## src/rtl/scan_sequencer_pkg.sv

```systemverilog
// Shared types and constants for the scan sequencer: scan order, FSM state
// and the select range driven into the 3-to-8 decoder.
package scan_pkg;

  typedef enum logic [1:0] {
    SCAN_UP   = 2'd0,
    SCAN_DOWN = 2'd1,
    SCAN_PING = 2'd2
  } scan_mode_e;

  typedef enum logic {
    ST_IDLE = 1'b0,
    ST_RUN  = 1'b1
  } scan_state_e;

  localparam logic [2:0] SEL_MIN = 3'd0;
  localparam logic [2:0] SEL_MAX = 3'd7;

  // The unused encoding 2'b11 falls back to an up-scan.
  function automatic scan_mode_e decode_mode(input logic [1:0] m);
    case (m)
      2'b01:   return SCAN_DOWN;
      2'b10:   return SCAN_PING;
      default: return SCAN_UP;
    endcase
  endfunction

endpackage

```

## src/rtl/scan_sequencer_if.sv

```systemverilog
// Handshake, configuration and decoder-select signals of the scan sequencer.
// The controller drives the master side; the sequencer is the slave.
interface scan_sequencer_if #(
  parameter int DWELL_W = 8
);
  logic               start;
  logic               stop;
  logic [1:0]         mode;
  logic               single;
  logic [DWELL_W-1:0] dwell;
  logic [2:0]         sel;
  logic               sel_en;
  logic               step;
  logic               busy;
  logic               done;

  modport master (
    output start, stop, mode, single, dwell,
    input  sel, sel_en, step, busy, done
  );

  modport slave (
    input  start, stop, mode, single, dwell,
    output sel, sel_en, step, busy, done
  );
endinterface

```

## src/rtl/scan_sequencer_dwell_timer.sv

```systemverilog
// Per-value dwell counter: counts RUN cycles since the last clear and flags
// the cycle in which the count reaches the latched limit.
module dwell_timer #(
  parameter int DWELL_W = 8
) (
  input  logic               clk,
  input  logic               rst_n,
  input  logic               clear,
  input  logic               run,
  input  logic [DWELL_W-1:0] limit,
  output logic               expire
);

  logic [DWELL_W-1:0] cnt_q, cnt_d;

  // Equality compare only; the counter is cleared before it can wrap.
  assign expire = run && (cnt_q == limit);

  always_comb begin
    cnt_d = cnt_q;
    if (clear) begin
      cnt_d = '0;
    end else if (run) begin
      cnt_d = cnt_q + 1'b1;
    end
  end

  always_ff @(posedge clk or negedge rst_n) begin
    if (!rst_n) begin
      cnt_q <= '0;
    end else begin
      cnt_q <= cnt_d;
    end
  end

endmodule

```

## src/rtl/scan_sequencer.sv

```systemverilog
// Select generator feeding the 3-to-8 decoder: steps sel through up, down or
// ping-pong order, each value held for dwell+1 cycles, single-sweep or looping.
module scan_sequencer
  import scan_pkg::*;
#(
  parameter int DWELL_W = 8
) (
  input  logic             clk,
  input  logic             rst_n,
  scan_sequencer_if.slave  bus
);

  scan_state_e        state_q, state_d;
  scan_mode_e         mode_q, mode_d;
  logic               single_q, single_d;
  logic [DWELL_W-1:0] dwell_q, dwell_d;
  logic [2:0]         sel_q, sel_d;
  logic               dir_up_q, dir_up_d;
  logic               turned_q, turned_d;
  logic               step_q, step_d;
  logic               done_q, done_d;

  logic               tmr_clear;
  logic               tmr_expire;
  logic [2:0]         adv_sel;
  logic               adv_dir_up;
  logic               last_val;
  scan_mode_e         start_mode;

  dwell_timer #(.DWELL_W(DWELL_W)) u_timer (
    .clk    (clk),
    .rst_n  (rst_n),
    .clear  (tmr_clear),
    .run    (state_q == ST_RUN),
    .limit  (dwell_q),
    .expire (tmr_expire)
  );

  assign start_mode = decode_mode(bus.mode);

  // Next value in the sequence and whether the current one ends a sweep.
  // Ping-pong flips direction on landing at an endpoint so it is not repeated;
  // turned_q records that the top was reached, marking the return to 0 as final.
  always_comb begin
    adv_sel    = sel_q + 3'd1;
    adv_dir_up = dir_up_q;
    last_val   = (sel_q == SEL_MAX);
    case (mode_q)
      SCAN_DOWN: begin
        adv_sel  = sel_q - 3'd1;
        last_val = (sel_q == SEL_MIN);
      end
      SCAN_PING: begin
        adv_sel  = dir_up_q ? sel_q + 3'd1 : sel_q - 3'd1;
        last_val = (sel_q == SEL_MIN) && turned_q;
        if (adv_sel == SEL_MAX) begin
          adv_dir_up = 1'b0;
        end else if (adv_sel == SEL_MIN) begin
          adv_dir_up = 1'b1;
        end
      end
      default: ;
    endcase
  end

  always_comb begin
    state_d   = state_q;
    mode_d    = mode_q;
    single_d  = single_q;
    dwell_d   = dwell_q;
    sel_d     = sel_q;
    dir_up_d  = dir_up_q;
    turned_d  = turned_q;
    step_d    = 1'b0;
    done_d    = 1'b0;
    tmr_clear = 1'b0;

    if (state_q == ST_IDLE) begin
      if (bus.start && !bus.stop) begin
        state_d   = ST_RUN;
        mode_d    = start_mode;
        single_d  = bus.single;
        dwell_d   = bus.dwell;
        sel_d     = (start_mode == SCAN_DOWN) ? SEL_MAX : SEL_MIN;
        dir_up_d  = 1'b1;
        turned_d  = 1'b0;
        step_d    = 1'b1;
        tmr_clear = 1'b1;
      end
    end else begin
      if (bus.stop) begin
        state_d   = ST_IDLE;
        tmr_clear = 1'b1;
      end else if (tmr_expire) begin
        tmr_clear = 1'b1;
        if (single_q && last_val) begin
          state_d = ST_IDLE;
          done_d  = 1'b1;
        end else begin
          sel_d    = adv_sel;
          dir_up_d = adv_dir_up;
          turned_d = turned_q | (adv_sel == SEL_MAX);
          step_d   = 1'b1;
        end
      end
    end
  end

  always_ff @(posedge clk or negedge rst_n) begin
    if (!rst_n) begin
      state_q  <= ST_IDLE;
      mode_q   <= SCAN_UP;
      single_q <= 1'b0;
      dwell_q  <= '0;
      sel_q    <= SEL_MIN;
      dir_up_q <= 1'b1;
      turned_q <= 1'b0;
      step_q   <= 1'b0;
      done_q   <= 1'b0;
    end else begin
      state_q  <= state_d;
      mode_q   <= mode_d;
      single_q <= single_d;
      dwell_q  <= dwell_d;
      sel_q    <= sel_d;
      dir_up_q <= dir_up_d;
      turned_q <= turned_d;
      step_q   <= step_d;
      done_q   <= done_d;
    end
  end

  assign bus.sel    = sel_q;
  assign bus.sel_en = (state_q == ST_RUN);
  assign bus.busy   = (state_q == ST_RUN);
  assign bus.step   = step_q;
  assign bus.done   = done_q;

endmodule

```

## src/flat_wrapper.sv

```systemverilog
// flat-port wrapper written by rule: the top's interface ports become plain ports
module scan_sequencer_flat import scan_pkg::*;
#(
  parameter int DWELL_W = 8
)
  (clk, rst_n, bus_start, bus_stop, bus_mode, bus_single, bus_dwell, bus_sel, bus_sel_en, bus_step, bus_busy, bus_done);
  scan_sequencer_if #(.DWELL_W(DWELL_W)) bus_i ();
  input  logic clk;
  input  logic rst_n;
  input wire logic [$bits(bus_i.start)-1:0] bus_start;
  input wire logic [$bits(bus_i.stop)-1:0] bus_stop;
  input wire logic [$bits(bus_i.mode)-1:0] bus_mode;
  input wire logic [$bits(bus_i.single)-1:0] bus_single;
  input wire logic [$bits(bus_i.dwell)-1:0] bus_dwell;
  output wire logic [$bits(bus_i.sel)-1:0] bus_sel;
  output wire logic [$bits(bus_i.sel_en)-1:0] bus_sel_en;
  output wire logic [$bits(bus_i.step)-1:0] bus_step;
  output wire logic [$bits(bus_i.busy)-1:0] bus_busy;
  output wire logic [$bits(bus_i.done)-1:0] bus_done;
  assign bus_i.start = bus_start;
  assign bus_i.stop = bus_stop;
  assign bus_i.mode = bus_mode;
  assign bus_i.single = bus_single;
  assign bus_i.dwell = bus_dwell;
  assign bus_sel = bus_i.sel;
  assign bus_sel_en = bus_i.sel_en;
  assign bus_step = bus_i.step;
  assign bus_busy = bus_i.busy;
  assign bus_done = bus_i.done;
  scan_sequencer #(.DWELL_W(DWELL_W)) u_core (.clk(clk), .rst_n(rst_n), .bus(bus_i));
endmodule
```

## config.mk

```make
export PLATFORM = sky130hd
export DESIGN_NAME = scan_sequencer_flat
export DESIGN_NICKNAME = d
export VERILOG_FILES = /design/src/rtl/scan_sequencer_pkg.sv /design/src/rtl/scan_sequencer_if.sv /design/src/rtl/scan_sequencer_dwell_timer.sv /design/src/rtl/scan_sequencer.sv /design/src/flat_wrapper.sv
export SDC_FILE = /design/constraint.sdc
export NUM_CORES = 1
export LEC_CHECK = 0
export BUFFER_PORTS_ARGS = -buffer_cell sky130_fd_sc_hd__clkbuf_2
export CORE_UTILIZATION = 60
export CTS_BUF_LIST = sky130_fd_sc_hd__clkbuf_8 sky130_fd_sc_hd__clkbuf_16
export DETAILED_ROUTE_END_ITERATION = 8
export PLACE_DENSITY_LB_ADDON = 0.3
export SYNTH_ARGS = -nofsm -noshare
export SYNTH_HDL_FRONTEND = slang
export SYNTH_HIERARCHICAL = 1
export SYNTH_SLANG_ARGS = --single-unit
```

## constraint.sdc

```tcl
create_clock -name clk -period 3.5 [get_ports clk]
set_input_delay 0.175 -clock clk [delete_from_list [all_inputs] [get_ports clk]]
set_output_delay 0.175 -clock clk [all_outputs]
set_load 0.01 [all_outputs]
```

## Yosys cells after proc, flatten, opt, wreduce, memory -nomap -nowiden

Index checks and enable logic that the tools add are counted.

| cells by class | value |
|---|---|
| add/sub/neg operators | 3 |
| bitwise logic cells | 2 |
| reductions and logical operators | 12 |
| multiplexer cells | 40 |
| equal/unequal tests | 14 |

Operator list:

| cell | number |
|---|---|
| 2-to-1 mux 1 bit | 28 |
| 2-to-1 mux 3 bit | 7 |
| 2-to-1 mux 8 bit | 2 |
| == test 3 bit (second input constant) | 3 |
| adder 8 x 1 -> 8 bit (second input constant) | 1 |
| == test 8 bit | 1 |
| inequality test 2 bit (second input constant) | 4 |
| == test 2 x 1 -> 1 bit (second input constant) | 3 |
| zero test 3 bit | 2 |
| case mux 3 bit (2 select lines) | 1 |
| AND reduction 6 bit | 1 |
| == test 2 bit (second input constant) | 2 |
| logical AND 1 bit | 4 |
| case mux 2 bit (2 select lines) | 1 |
| AND reduction 4 bit | 1 |
| nonzero test 2 bit | 2 |
| adder 3 x 1 -> 3 bit (second input constant) | 1 |
| inequality test 3 bit (second input constant) | 1 |
| subtractor 3 x 1 -> 3 bit (second input constant) | 1 |
| case mux 1 bit (2 select lines) | 1 |
| AND reduction 2 bit | 1 |
| zero test 1 bit | 1 |
| inverter 1 bit | 1 |
| OR 1 bit | 1 |

| storage, ports and cells | value |
|---|---|
| word-level logic and storage cells | 81 |
| input bits | 15 |
| register bits after elaboration | 27 |

## Logic depth before layout (Yosys ltp)

Gate-level depths: netlist of run 1.

| logic depth | value |
|---|---|
| depth in word-level cells | 10 |
| mapped depth | 9 |

## By module

The synthesis of run 1 kept the hierarchy.

Modules (own cells, without submodules):

| module | cells each | instances | area each (um^2) | seq. area each (um^2) |
|---|---|---|---|---|
| scan_sequencer | 116 | 1 | 1011.0 | 476.7 |
| dwell_timer | 49 | 1 | 476.7 | 200.2 |

## Worst setup path before layout of run 1

No wires, ideal clock.

| timing path | value |
|---|---|
| path kind | reg-to-reg |
| start | register u_core.state_q (netlist: u_core/bus.busy) |
| end | register u_core.u_timer.cnt_q[7] |
| stages on the path, launching flop included | 9 |
| slack | 1.253 ns |
| path buffers | 3 |
| data arrival time | 2.170 ns |
| cell sequence | dfrtp_1 -> buf_2 -> or3b_1 -> clkbuf_1 -> nand2_1 -> buf_4 -> o211ai_1 -> or4_1 -> a21oi_1 |

| between the ends | value |
|---|---|
| longest elaborated chain between the ends | 5 |

Ends and longest elaborated chain:

| what | line | source |
|---|---|---|
| from (decl) | scan_sequencer.sv:13 | `scan_state_e state_q, state_d;` |
| from (signal assigned) | scan_sequencer.sv:121 | `state_q <= state_d;` |
| logical AND 1 bit | scan_sequencer_dwell_timer.sv:17 | `assign expire = run && (cnt_q == limit);` |
| 2-to-1 mux 1 bit | scan_sequencer.sv:94 | `end else if (tmr_expire) begin` |
| 2-to-1 mux 1 bit | scan_sequencer.sv:91 | `if (bus.stop) begin` |
| 2-to-1 mux 1 bit (*) | scan_sequencer.sv:78 | `if (state_q == ST_IDLE) begin` |
| named net u_core.tmr_clear | scan_sequencer.sv:23 | `logic tmr_clear;` |
| 2-to-1 mux 8 bit / nonzero test 2 bit (equally long branches) | n/a |  |
| to (signal assigned) | scan_sequencer_dwell_timer.sv:32 | `cnt_q <= cnt_d;` |
| to (decl) | scan_sequencer_dwell_timer.sv:14 | `logic [DWELL_W-1:0] cnt_q, cnt_d;` |

The timed path passes the listed nets; every way through them passes the cells marked *.
A chain may end at the register's enable or synchronous reset.

## Worst setup path after layout of run 1

| timing path | value |
|---|---|
| start | register u_core.u_timer.cnt_q[5] |
| end | register u_core.u_timer.cnt_q[7] |

| between the ends | value |
|---|---|
| longest elaborated chain between the ends | 6 |

Ends and longest elaborated chain:

| what | line | source |
|---|---|---|
| == test 8 bit (*) | scan_sequencer_dwell_timer.sv:17 |  |
| logical AND 1 bit (*) | scan_sequencer_dwell_timer.sv:17 |  |
| named net u_core.tmr_expire | scan_sequencer.sv:24 | `logic tmr_expire;` |
| 2-to-1 mux 1 bit (*) | scan_sequencer.sv:94 |  |
| 2-to-1 mux 1 bit (*) | scan_sequencer.sv:91 |  |
| 2-to-1 mux 1 bit (*) | scan_sequencer.sv:78 |  |
| named net u_core.tmr_clear | scan_sequencer.sv:23 |  |
| 2-to-1 mux 8 bit / nonzero test 2 bit (equally long branches) | n/a |  |

The timed path passes the listed nets; every way through them passes the cells marked *. The select of a mux whose other input is x is not followed.

==> results of run 1 <==
[registers in the layout (all words and copies together) (netlist names)]
signal	flops
u_core/dir_up_q	1
u_core/u_timer/cnt_q	8
u_core/mode_q	2
u_core/turned_q	1
u_core/bus.sel	3
u_core/bus.done	1
u_core/single_q	1
u_core/bus.step	1
u_core/bus.busy	1
u_core/dwell_q	8
[layout make-up]
type / instances / area, um2 / area share [%]
well taps: 28 / 35.03 / 2.131
clock inverters: 1 / 3.754 / 0.2283
flip-flops and latches: 27 / 676.9 / 41.17
repair buffers: 23 / 122.6 / 7.458
inverters: 7 / 26.28 / 1.598
clock buffers: 3 / 41.29 / 2.511
multi-input cells: 124 / 738.2 / 44.90
[per-stage QoR]
stage	hold slack (ps)	utilization, %	setup WS (ps)
after floorplan	-120.6	-	1253
after global placement	219.3	69.82	1117
after detailed placement	229.0	69.82	987.2
after CTS	89.75	72.24	967.2
after global routing	91.08	72.24	752.5
final	92.19	72.24	918.6
[cell usage in the layout (no fill, tap or decap)]
cell / count
nand3_2: 1
ha_1: 7
inv_1: 8
a31oi_1: 3
dfstp_2: 1
a41oi_1: 1
dlygate4sd3_1: 1
nor3_1: 2
o31ai_1: 1
clkbuf_8: 3
xor2_1: 3
dfrtp_1: 26
or3_2: 1
o21ai_0: 9
nand2b_1: 2
a21o_1: 3
o211ai_1: 1
clkbuf_2: 21
or3_1: 1
o31a_1: 2
xnor2_1: 10
and3_1: 1
or3b_1: 1
nand4_1: 3
a21oi_1: 8
or4_1: 1
nand2_1: 37
nor3b_1: 2
mux2i_1: 4
buf_4: 1
nand3_1: 2
o21ai_1: 1
nor2b_1: 2
nand3b_1: 1
nor2_1: 14
[power groups by stage]
stage                     Clock (mW)  Combinational (mW)  Sequential (mW)
after global routing           0.192               0.365            0.446
after CTS                      0.177               0.324            0.436
after global placement             0               0.298            0.439
after floorplan                    0               0.241            0.429
final                          0.172               0.328            0.437
after detailed placement           0               0.321            0.442
[repair_timing]
action	4_1_cts	5_1_grt
hold buffers	1	0
endpoints found under the setup margin	0	0
hold endpoints to repair	26	0
[cells by family (layout without fill, tap and decap cells)]
| group | after synthesis | count (layout) | synth area share, % |
|---|---|---|---|
| and+or+nand+nor | 71 | 71 | 21.78 |
| adders and majority gates | 7 | 7 | 5.887 |
| xor gates and xnor gates | 13 | 13 | 7.654 |
| muxes | 4 | 4 | 2.691 |
| AOI/OAI and AO/OA | 29 | 29 | 11.61 |
| DFF | 27 | 27 | 45.50 |
| buffers and inverters | 14 | 34 | 4.878 |
[how the worst max path moves through the flow]
stage / start / to
2_1_floorplan: u_core/bus.busy / u_core/u_timer/cnt_q[7]
3_3_place_gp: u_core/bus.busy / u_core/u_timer/cnt_q[7]
3_5_place_dp: u_core/u_timer/cnt_q[2] / u_core/u_timer/cnt_q[7]
4_1_cts: u_core/u_timer/cnt_q[4] / u_core/u_timer/cnt_q[7]
5_1_grt: u_core/u_timer/cnt_q[4] / u_core/u_timer/cnt_q[7]
6_report: u_core/u_timer/cnt_q[5] / u_core/u_timer/cnt_q[7]
[worst register-to-register path, delay by kind of cell (launching register included)]
family	cells	cell delay [ps]
xor gates and xnor gates	1	220
DFF	1	450
AOI/OAI and AO/OA	3	520
and+or+nand+nor	4	1330
[routing by layer]
metal	share of wire [%]	vias to the layer above	track usage, %
met3	2.7	12	4.094
met1	42	557	28.65
li1	-	590	-
met2	52	34	45.45
met4	3.4	0	18.02
met5	0	-	0
==> flow_metrics.env, run 1 <==
export IMPL_synth_fp_nets=187
export IMPL_initial_core_util_pct=65.37
export IMPL_ys_warn_count=6
export IMPL_crit_family="simple AND/OR/NAND/NOR gates"
export IMPL_synth_cell_types=35
export IMPL_clock_fmax_ghz=0.3874
export IMPL_synth_most_common_cell="nand2_1"
export IMPL_cp_data_required_time_ps=3700
export IMPL_worst_pin_slew_ps=653.8
export IMPL_synthArstFlopShare_pct=100.0
export IMPL_port_buffers=21
export IMPL_p_switching_mw=0.3469
export IMPL_yosys_area_top_type="dfrtp_1"
export IMPL_area_growth_pct=10.51
export IMPL_cts_buffers=3
export IMPL_grt_pass1_vias=1243
export IMPL_num_rows=17
export IMPL_min_path_cells=3
export IMPL_status="finished clean"
export IMPL_wirelength_um=3043
export IMPL_fin_cells=213
export IMPL_min_period_ps=2581
export IMPL_place_congestion=0.8804
export IMPL_via_per_inst=5.601
export IMPL_htree_levels=1
export IMPL_die_h_um=51.80
export IMPL_synth_area_per_cell_um2=9.016
export IMPL_clockBufferDepth=2
export IMPL_cp_depth=8
export IMPL_dieArea_um2=2683
export IMPL_grt_ovfl_total=0
export IMPL_netlist_instances=165
export IMPL_finalPower_mw=0.9367
export IMPL_pin_count=22
export IMPL_stdcell_area_um2=1644
export IMPL_yosysTopAreaCellShare_pct=43.73
export IMPL_placedCellCount=208
export IMPL_route_detailed_drc=0
export IMPL_crit_slowest_cell="or4_1"
export IMPL_r2r_end="u_core/u_timer/cnt_q[7]"
export IMPL_drive_above_1_share_pct=15.14
export IMPL_synth_top_cells_by_count="nand2_1 (37), dfrtp_1 (26), nor2_1 (14)"
export IMPL_synth_ff_latch_count=27
export IMPL_path_cells="xnor2_1 > nand4_1 > nor3_1 > o21ai_0 > nand2_1 > o211ai_1 > or4_1 > a21oi_1"
export IMPL_irDropWorstVdd_mv=0.3616
export IMPL_tns_ps=0
export IMPL_hp_start="bus_dwell[4]"
export IMPL_cp_slowest_stage_delay_ps=500
export IMPL_path_class="register to register"
export IMPL_placed_cell_area_um2=1589
export IMPL_power_density_nw_per_um2=569.7
export IMPL_cts_sinks=27
export IMPL_yosysSeqAreaShare_pct=45.50
export IMPL_worst_r2r_setup_slack_ps=920
export IMPL_track_usage_pct=26.02
export IMPL_ant_nets=0
export IMPL_p_sw_share_pct=37.03
export IMPL_nNetsFinal=208
export IMPL_vias=1193
export IMPL_rsz0062_at_grt="no"
export IMPL_grt_start_max_net_pins=28
export IMPL_p_int_mw=0.5898
export IMPL_cts_tree="built"
export IMPL_path_max_fanout=9
export IMPL_setup_viol=0
export IMPL_first_pass_iters=4
export IMPL_ys_top_cells_by_area="dfrtp_1 (44%), nand2_1 (9.3%), ha_1 (5.9%), xnor2_1 (5.9%), nor2_1 (3.5%)"
export IMPL_hp_class="primary input to register"
export IMPL_critPathArrivalTime_ps=2780
export IMPL_cap_violations=0
export IMPL_clk_latency_ps=270
export IMPL_syn_cell_area_um2=1488
export IMPL_p_comb_share_pct=35.0
export IMPL_timing_critical_path_buf_inv=0
export IMPL_clockPowerShare_pct=18.3
export IMPL_slew_limit_headroom_pct=56.41
export IMPL_root_buffer="clkbuf_8"
export IMPL_antenna_cells=0
export IMPL_dp_hpwl_um=2306
export IMPL_core_area_um2=2276
export IMPL_finalHoldViolations=0
export IMPL_ys_flop_type="dfrtp_1"
export IMPL_antenna_found_initial=0
export IMPL_clk_pin_slew_ps=90
export IMPL_p_leak_nw=0.8169
export IMPL_post_cts_buffers=0
export IMPL_dieWidth_um=51.80
export IMPL_fin_crit_sh_pct=73.76
export IMPL_regToRegStartpoint="u_core/u_timer/cnt_q[5]"
export IMPL_cp_start_kind="register"
export IMPL_holdPathEnd="u_core/dwell_q[4]"
export IMPL_seq_power_share_pct=46.7
export IMPL_clock_skew_ps=6.740
export IMPL_endpoint_kind="register"
export IMPL_synth_edf_count=0
export IMPL_cts_resized=0
export IMPL_wl_per_cell_um=14.29
export IMPL_rr_worst_depth=8
export IMPL_slew_viol_final=0
export IMPL_fillers=174
export IMPL_grt_pass1_wl_um=5154
export IMPL_drtIter0Drc=21
(Power assumes the default switching activity.)
==> run 2: changes to the inputs <==
--- a/config.mk
+++ b/config.mk
@@ -5,8 +5,9 @@
 export SDC_FILE = /design/constraint.sdc
 export NUM_CORES = 1
 export LEC_CHECK = 0
+export ABC_AREA = 1
 export BUFFER_PORTS_ARGS = -buffer_cell sky130_fd_sc_hd__clkbuf_2
-export CORE_UTILIZATION = 60
+export CORE_UTILIZATION = 57
 export CTS_BUF_LIST = sky130_fd_sc_hd__clkbuf_8 sky130_fd_sc_hd__clkbuf_16
 export DETAILED_ROUTE_END_ITERATION = 8
 export PLACE_DENSITY_LB_ADDON = 0.3
==> constraint.sdc (replaced) <==
create_clock -name clk -period 2.45 [get_ports clk]
set_input_delay 0.1225 -clock clk [delete_from_list [all_inputs] [get_ports clk]]
set_output_delay 0.1225 -clock clk [all_outputs]
set_load 0.01 [all_outputs]
==> run 2 against run 1 <==
Cell count grew 35%. Power grew 50%. Worst hold slack lost 52 ps. First-iteration DRC count grew to 2.8 times the previous value. Combinational power grew 68%. Critical path depth grew 4. Sequential power grew 37%. Critical endpoint is now u_core/u_timer/cnt_q[6].
==> flow_metrics.env, run 2 <==
export IMPL_finalHoldViolations=0
export IMPL_yosys_area_top_type="dfrtp_1"
export IMPL_drive_above_1_share_pct=19.14
export IMPL_cts_sinks=27
export IMPL_antenna_found_initial=0
export IMPL_place_congestion=0.8558
export IMPL_placedCellCount=282
export IMPL_clockPowerShare_pct=18.1
export IMPL_nNetsFinal=279
export IMPL_min_path_cells=3
export IMPL_worst_r2r_setup_slack_ps=440
export IMPL_syn_cell_area_um2=1659
export IMPL_ys_warn_count=6
export IMPL_root_buffer="clkbuf_8"
export IMPL_clock_fmax_ghz=0.4987
export IMPL_post_cts_buffers=0
export IMPL_synth_area_per_cell_um2=7.121
export IMPL_cp_start_kind="register"
export IMPL_hp_start="bus_dwell[6]"
export IMPL_antenna_cells=0
export IMPL_p_sw_share_pct=40.03
export IMPL_synth_cell_types=27
export IMPL_worst_pin_slew_ps=663.1
export IMPL_path_class="register to register"
export IMPL_r2r_end="u_core/u_timer/cnt_q[6]"
export IMPL_crit_path_end="u_core/u_timer/cnt_q[6]"
export IMPL_clk_pin_slew_ps=90
export IMPL_regToRegStartpoint="u_core/bus.busy"
export IMPL_htree_levels=1
export IMPL_grt_start_max_net_pins=28
export IMPL_fin_crit_sh_pct=81.84
export IMPL_stdcell_area_um2=1844
export IMPL_cts_resized=0
export IMPL_final_cell_mix="nand2_1 (82), inv_1 (32), dfrtp_1 (26)"
export IMPL_tns_ps=0
export IMPL_synth_most_common_cell="nand2_1"
export IMPL_netlist_instances=233
export IMPL_synth_top_cells_by_count="nand2_1 (82), inv_1 (32), dfrtp_1 (26)"
export IMPL_status="finished clean"
export IMPL_p_comb_share_pct=39.3
export IMPL_crit_start="u_core/bus.busy"
export IMPL_critPathArrivalTime_ps=2220
export IMPL_synth_fp_nets=255
export IMPL_fin_cells=287
export IMPL_synth_ff_latch_count=27
export IMPL_p_int_mw=0.8424
export IMPL_slew_viol_final=0
export IMPL_pin_count=22
export IMPL_area_growth_pct=11.16
export IMPL_path_max_fanout=12
export IMPL_power_density_nw_per_um2=761.7
export IMPL_p_leak_nw=1.014
export IMPL_drtIter0Drc=58
export IMPL_ant_nets=0
export IMPL_p_switching_mw=0.5623
export IMPL_cap_violations=0
export IMPL_core_area_um2=2758
export IMPL_port_buffers=21
export IMPL_cp_data_required_time_ps=2660
export IMPL_yosysSeqAreaShare_pct=40.80
export IMPL_wirelength_um=3214
export IMPL_route_detailed_drc=0
export IMPL_final_common_cell="nand2_1"
export IMPL_dp_hpwl_um=2426
export IMPL_yosysTopAreaCellShare_pct=39.22
export IMPL_setup_viol=0
export IMPL_dieArea_um2=3130
export IMPL_cts_hold_buffers=1
export IMPL_die_h_um=55.95
export IMPL_synthArstFlopShare_pct=100.0
export IMPL_finalPower_mw=1.405
export IMPL_initial_core_util_pct=60.16
export IMPL_endpoint_kind="register"
export IMPL_dieWidth_um=55.95
export IMPL_slew_limit_headroom_pct=55.79
export IMPL_rr_worst_depth=12
export IMPL_track_usage_pct=22.96
export IMPL_num_rows=19
export IMPL_cts_buffers=3
export IMPL_min_period_ps=2005
export IMPL_clk_latency_ps=270
export IMPL_via_per_inst=5.084
export IMPL_synth_edf_count=0
export IMPL_hp_class="primary input to register"
export IMPL_grt_ovfl_total=0
export IMPL_clockBufferDepth=2
export IMPL_placed_cell_area_um2=1785
export IMPL_ys_top_cells_by_area="dfrtp_1 (39%), nand2_1 (19%), inv_1 (7.2%), ha_1 (5.3%), nand3_1 (4.5%)"
export IMPL_clock_skew_ps=4.473
export IMPL_grt_pass1_vias=1290
export IMPL_cts_tree="built"
export IMPL_ys_flop_type="dfrtp_1"
export IMPL_seq_power_share_pct=42.6
export IMPL_vias=1459
export IMPL_grt_pass1_wl_um=5651
export IMPL_first_pass_iters=4
export IMPL_wl_per_cell_um=11.20
export IMPL_fillers=248
export IMPL_rsz0062_at_grt="no"
export IMPL_irDropWorstVdd_mv=0.5997
-- run 2: cell types whose count changed after synthesis, sizes merged, moves of 3 or more --
cell,previous run,this run
mux2i,4,0
nor2,14,24
inv,7,38
nand3,3,18
o21ai,10,13
a21o,3,0
xor2,3,0
nand2,37,87
xnor2,10,2
-- run 2: power groups by stage --
stage	Combinational (mW)	Clock [mW]	Sequential [mW]
global placement	0.532	0	0.604
CTS	0.550	0.261	0.598
global route	0.647	0.276	0.609
detailed placement	0.544	0	0.606
finish	0.552	0.254	0.598
floorplan	0.413	0	0.600
-- run 2: per-stage QoR --
step	setup WS [ps]	hold slack [ps]	utilization, %
2_1_floorplan	730.5	-173.1	-
5_1_grt	267.8	31.97	66.88
3_5_place_dp	511.4	182.6	64.75
6_report	444.8	39.83	66.88
4_1_cts	471.7	35.28	66.88
3_3_place_gp	624.1	177.3	64.75
-- run 2: cells by family (layout without fill, tap and decap cells) --
| group | Yosys count | count (layout) | share of synthesized area, % |
|---|---|---|---|
| AND/OR/NAND/NOR | 134 | 134 | 35.75 |
| buffers and inverters | 41 | 64 | 9.805 |
| flip-flops | 27 | 27 | 40.80 |
| AO/OA/AOI/OAI | 22 | 22 | 7.316 |
| adder cells (fa/ha/maj) | 7 | 7 | 5.279 |
| XOR/XNOR | 2 | 2 | 1.056 |
-- run 2: how the worst min path moves through the flow --
stage,slack (ps),end
3_5_place_dp,180,u_core/bus.sel[1]
6_report,40,u_core/dwell_q[6]
5_1_grt,30,u_core/dwell_q[6]
3_3_place_gp,180,u_core/bus.sel[1]
2_1_floorplan,-170,u_core/bus.busy
4_1_cts,40,u_core/dwell_q[3]
-- run 2: routing by layer --
layer  share of wire, %  track usage [%]
met3                5.3            3.721
met4               0.25            5.923
met5                  0                0
met1                 53            35.78
met2                 41            33.39
-- run 2: cell type report --
cell class	instances	area, um2	area share, %
multi-input cells	165	819.5	44.44
flip-flops and latches	27	676.9	36.70
clock inverters	1	7.507	0.4071
well taps	31	38.79	2.103
inverters	38	145.1	7.870
repair buffers	22	115.1	6.241
clock buffers	3	41.29	2.239
-- run 2: worst max-delay path, stage by stage (launching register included) --
cell	delay [ps]
dfrtp_1	600
inv_1	140
a21oi_1	140
nand3_1	90
nor2_1	190
o21ai_0	100
nand2_1	140
inv_1	150
nand2_1	140
nand4_1	100
nand2_1	70
inv_1	40
nor2_2	70
==> run 3: changes to the inputs <==
--- a/config.mk
+++ b/config.mk
@@ -5,9 +5,9 @@
 export SDC_FILE = /design/constraint.sdc
 export NUM_CORES = 1
 export LEC_CHECK = 0
-export ABC_AREA = 1
+export ABC_AREA = 0
 export BUFFER_PORTS_ARGS = -buffer_cell sky130_fd_sc_hd__clkbuf_2
-export CORE_UTILIZATION = 57
+export CORE_UTILIZATION = 56
 export CTS_BUF_LIST = sky130_fd_sc_hd__clkbuf_8 sky130_fd_sc_hd__clkbuf_16
 export DETAILED_ROUTE_END_ITERATION = 8
 export PLACE_DENSITY_LB_ADDON = 0.3
==> constraint.sdc (replaced) <==
create_clock -name clk -period 1.97 [get_ports clk]
set_input_delay 0.0985 -clock clk [delete_from_list [all_inputs] [get_ports clk]]
set_output_delay 0.0985 -clock clk [all_outputs]
set_load 0.01 [all_outputs]
==> run 3 against run 2 <==
Combinational power increased by 27%. Clock power increased by 27%. Core utilization increased by 5.8 points. Sequential cell count unchanged. Wire length decreased by 1.7%. Register-to-register slack got worse by 410 ps. Count of clock-buffer cells in the layout unchanged. Power increased by 26%. Global-route usage increased by 0.84 points. Worst hold slack got worse by 36 ps. Via count decreased by 13%. Critical path type unchanged.
==> flow_metrics.env, run 3 (synthesized netlist as in run 1, its figures left out) <==
export IMPL_grt_ovfl_total=0
export IMPL_p_comb_share_pct=39.8
export IMPL_holdWs_ps=3.588
export IMPL_multi_input_area_um2=768.2
export IMPL_htree_levels=1
export IMPL_clk_latency_ps=280
export IMPL_clockBufferDepth=2
export IMPL_min_period_ps=1940
export IMPL_r2r_end="u_core/dir_up_q"
export IMPL_endpoint_kind="register"
export IMPL_slew_limit_headroom_pct=51.18
export IMPL_fin_crit_sh_pct=98.49
export IMPL_dieWidth_um=53.54
export IMPL_irDropWorstVdd_mv=0.7321
export IMPL_track_usage_pct=23.80
export IMPL_route_detailed_drc=0
export IMPL_crit_path_end="u_core/dir_up_q"
export IMPL_num_rows=18
export IMPL_stdcell_area_um2=1817
export IMPL_seq_power_share_pct=42.0
export IMPL_placed_cell_area_um2=1695
export IMPL_hp_class="primary input to register"
export IMPL_dpl_worst_slack_ps=80.71
export IMPL_port_buffers=21
export IMPL_grt_pass1_vias=1089
export IMPL_setup_viol=0
export IMPL_finalHoldViolations=0
export IMPL_rr_worst_depth=10
export IMPL_finalPower_mw=1.765
export IMPL_wl_per_cell_um=13.55
export IMPL_grt_start_max_net_pins=28
export IMPL_antenna_found_initial=0
export IMPL_first_pass_iters=6
export IMPL_antenna_cells=0
export IMPL_initial_core_util_pct=59.51
export IMPL_drive_above_1_share_pct=25.62
export IMPL_cp_data_required_time_ps=2180
export IMPL_wirelength_um=3158
export IMPL_via_per_inst=5.472
export IMPL_status="finished clean"
export IMPL_final_common_cell="nand2_1"
export IMPL_drtIter0Drc=25
export IMPL_cts_buffers=3
export IMPL_clk_pin_slew_ps=90
export IMPL_p_sw_share_pct=36.59
export IMPL_area_growth_pct=22.12
export IMPL_cap_violations=0
export IMPL_grt_pass1_wl_um=4740
export IMPL_p_int_mw=1.119
export IMPL_path_max_fanout=7
export IMPL_critPathArrivalTime_ps=2150
export IMPL_fillers=195
export IMPL_clockPowerShare_pct=18.2
export IMPL_final_seq_area_um2=676.9
export IMPL_hp_start="bus_dwell[4]"
export IMPL_nNetsFinal=226
export IMPL_clock_skew_ps=1.037
export IMPL_p_leak_nw=0.9174
export IMPL_cts_sinks=27
export IMPL_worst_slack_ps=29.82
export IMPL_dieArea_um2=2867
export IMPL_crit_start="u_core/u_timer/cnt_q[5]"
export IMPL_core_area_um2=2500
export IMPL_slew_viol_final=0
export IMPL_power_density_nw_per_um2=971.4
export IMPL_vias=1275
export IMPL_placedCellCount=223
export IMPL_place_congestion=0.7828
export IMPL_die_h_um=53.54
export IMPL_dp_hpwl_um=2307
export IMPL_regToRegStartpoint="u_core/u_timer/cnt_q[5]"
export IMPL_rsz0062_at_grt="yes"
export IMPL_final_cell_mix="nand2_1 (37), dfrtp_1 (26), clkbuf_2 (21)"
export IMPL_fin_cells=233
export IMPL_ant_nets=0
export IMPL_worst_pin_slew_ps=730.7
export IMPL_worst_r2r_setup_slack_ps=30
export IMPL_clock_fmax_ghz=0.5154
export IMPL_cp_start_kind="register"
export IMPL_path_class="register to register"
export IMPL_p_switching_mw=0.6458
export IMPL_pin_count=22
export IMPL_root_buffer="clkbuf_8"
export IMPL_cts_tree="built"
run 3: final cells by class:
cell class	count	area share, %
multi-input combinational	124	42.29
sequential	27	37.26
timing repair buffer	41	14.39
clock buffer	3	2.273
tap	30	2.066
inverter	7	1.446
clock inverter	1	0.2755
run 3: worst min path at each step:
stage | endpoint | depth (start not counted)
after floorplan | u_core/bus.busy | 0
final | u_core/dwell_q[4] | 3
after global routing | u_core/dwell_q[4] | 3
after global placement | u_core/dwell_q[3] | 1
after detailed placement | u_core/dwell_q[3] | 1
after CTS | u_core/dwell_q[4] | 3
run 3: power groups by stage:
stage	Clock (mW)	Sequential (mW)	Combinational, mW
5_1_grt	0.353	0.752	0.778
3_3_place_gp	0	0.743	0.637
6_report	0.322	0.741	0.702
3_5_place_dp	0	0.748	0.659
4_1_cts	0.327	0.737	0.667
2_1_floorplan	0	0.763	0.437
run 3: worst max-delay path, stage by stage, from the launching register on:
cell and delay (ps):
dfrtp_1 420, xnor2_2 180, nand4_1 120, nor3_2 190, buf_4 140, mux2i_1 80
nor2_1 130, o31a_1 240, buf_6 150, a31oi_1 100, o21ai_1 140
run 3: stage by stage:
stage	setup TNS [ps]	util, %
6_report	0	72.67
4_1_cts	0	70.07
3_5_place_dp	0	67.82
3_3_place_gp	0	67.82
2_1_floorplan	-45.46	-
5_1_grt	-226.1	72.67
run 3: what timing repair did:
action / 4_1_cts / 5_1_grt
endpoints found under the hold margin: 26 / 0
setup endpoints to repair: 0 / 7
gates resized for setup: 0 / 6
hold buffers: 1 / 0
setup buffers: 0 / 5
run 3: per-layer routing:
| metal | GRT usage, % | routed length (um) | up-vias | share of wire [%] |
|---|---|---|---|---|
| met5 | 0 | 0 | - | 0 |
| met4 | 7.895 | 37 | 0 | 1.2 |
| met3 | 3.672 | 163 | 5 | 5.2 |
| met2 | 38.33 | 1491 | 42 | 47 |
| met1 | 32.67 | 1466 | 600 | 46 |
| li1 | - | - | 628 | - |
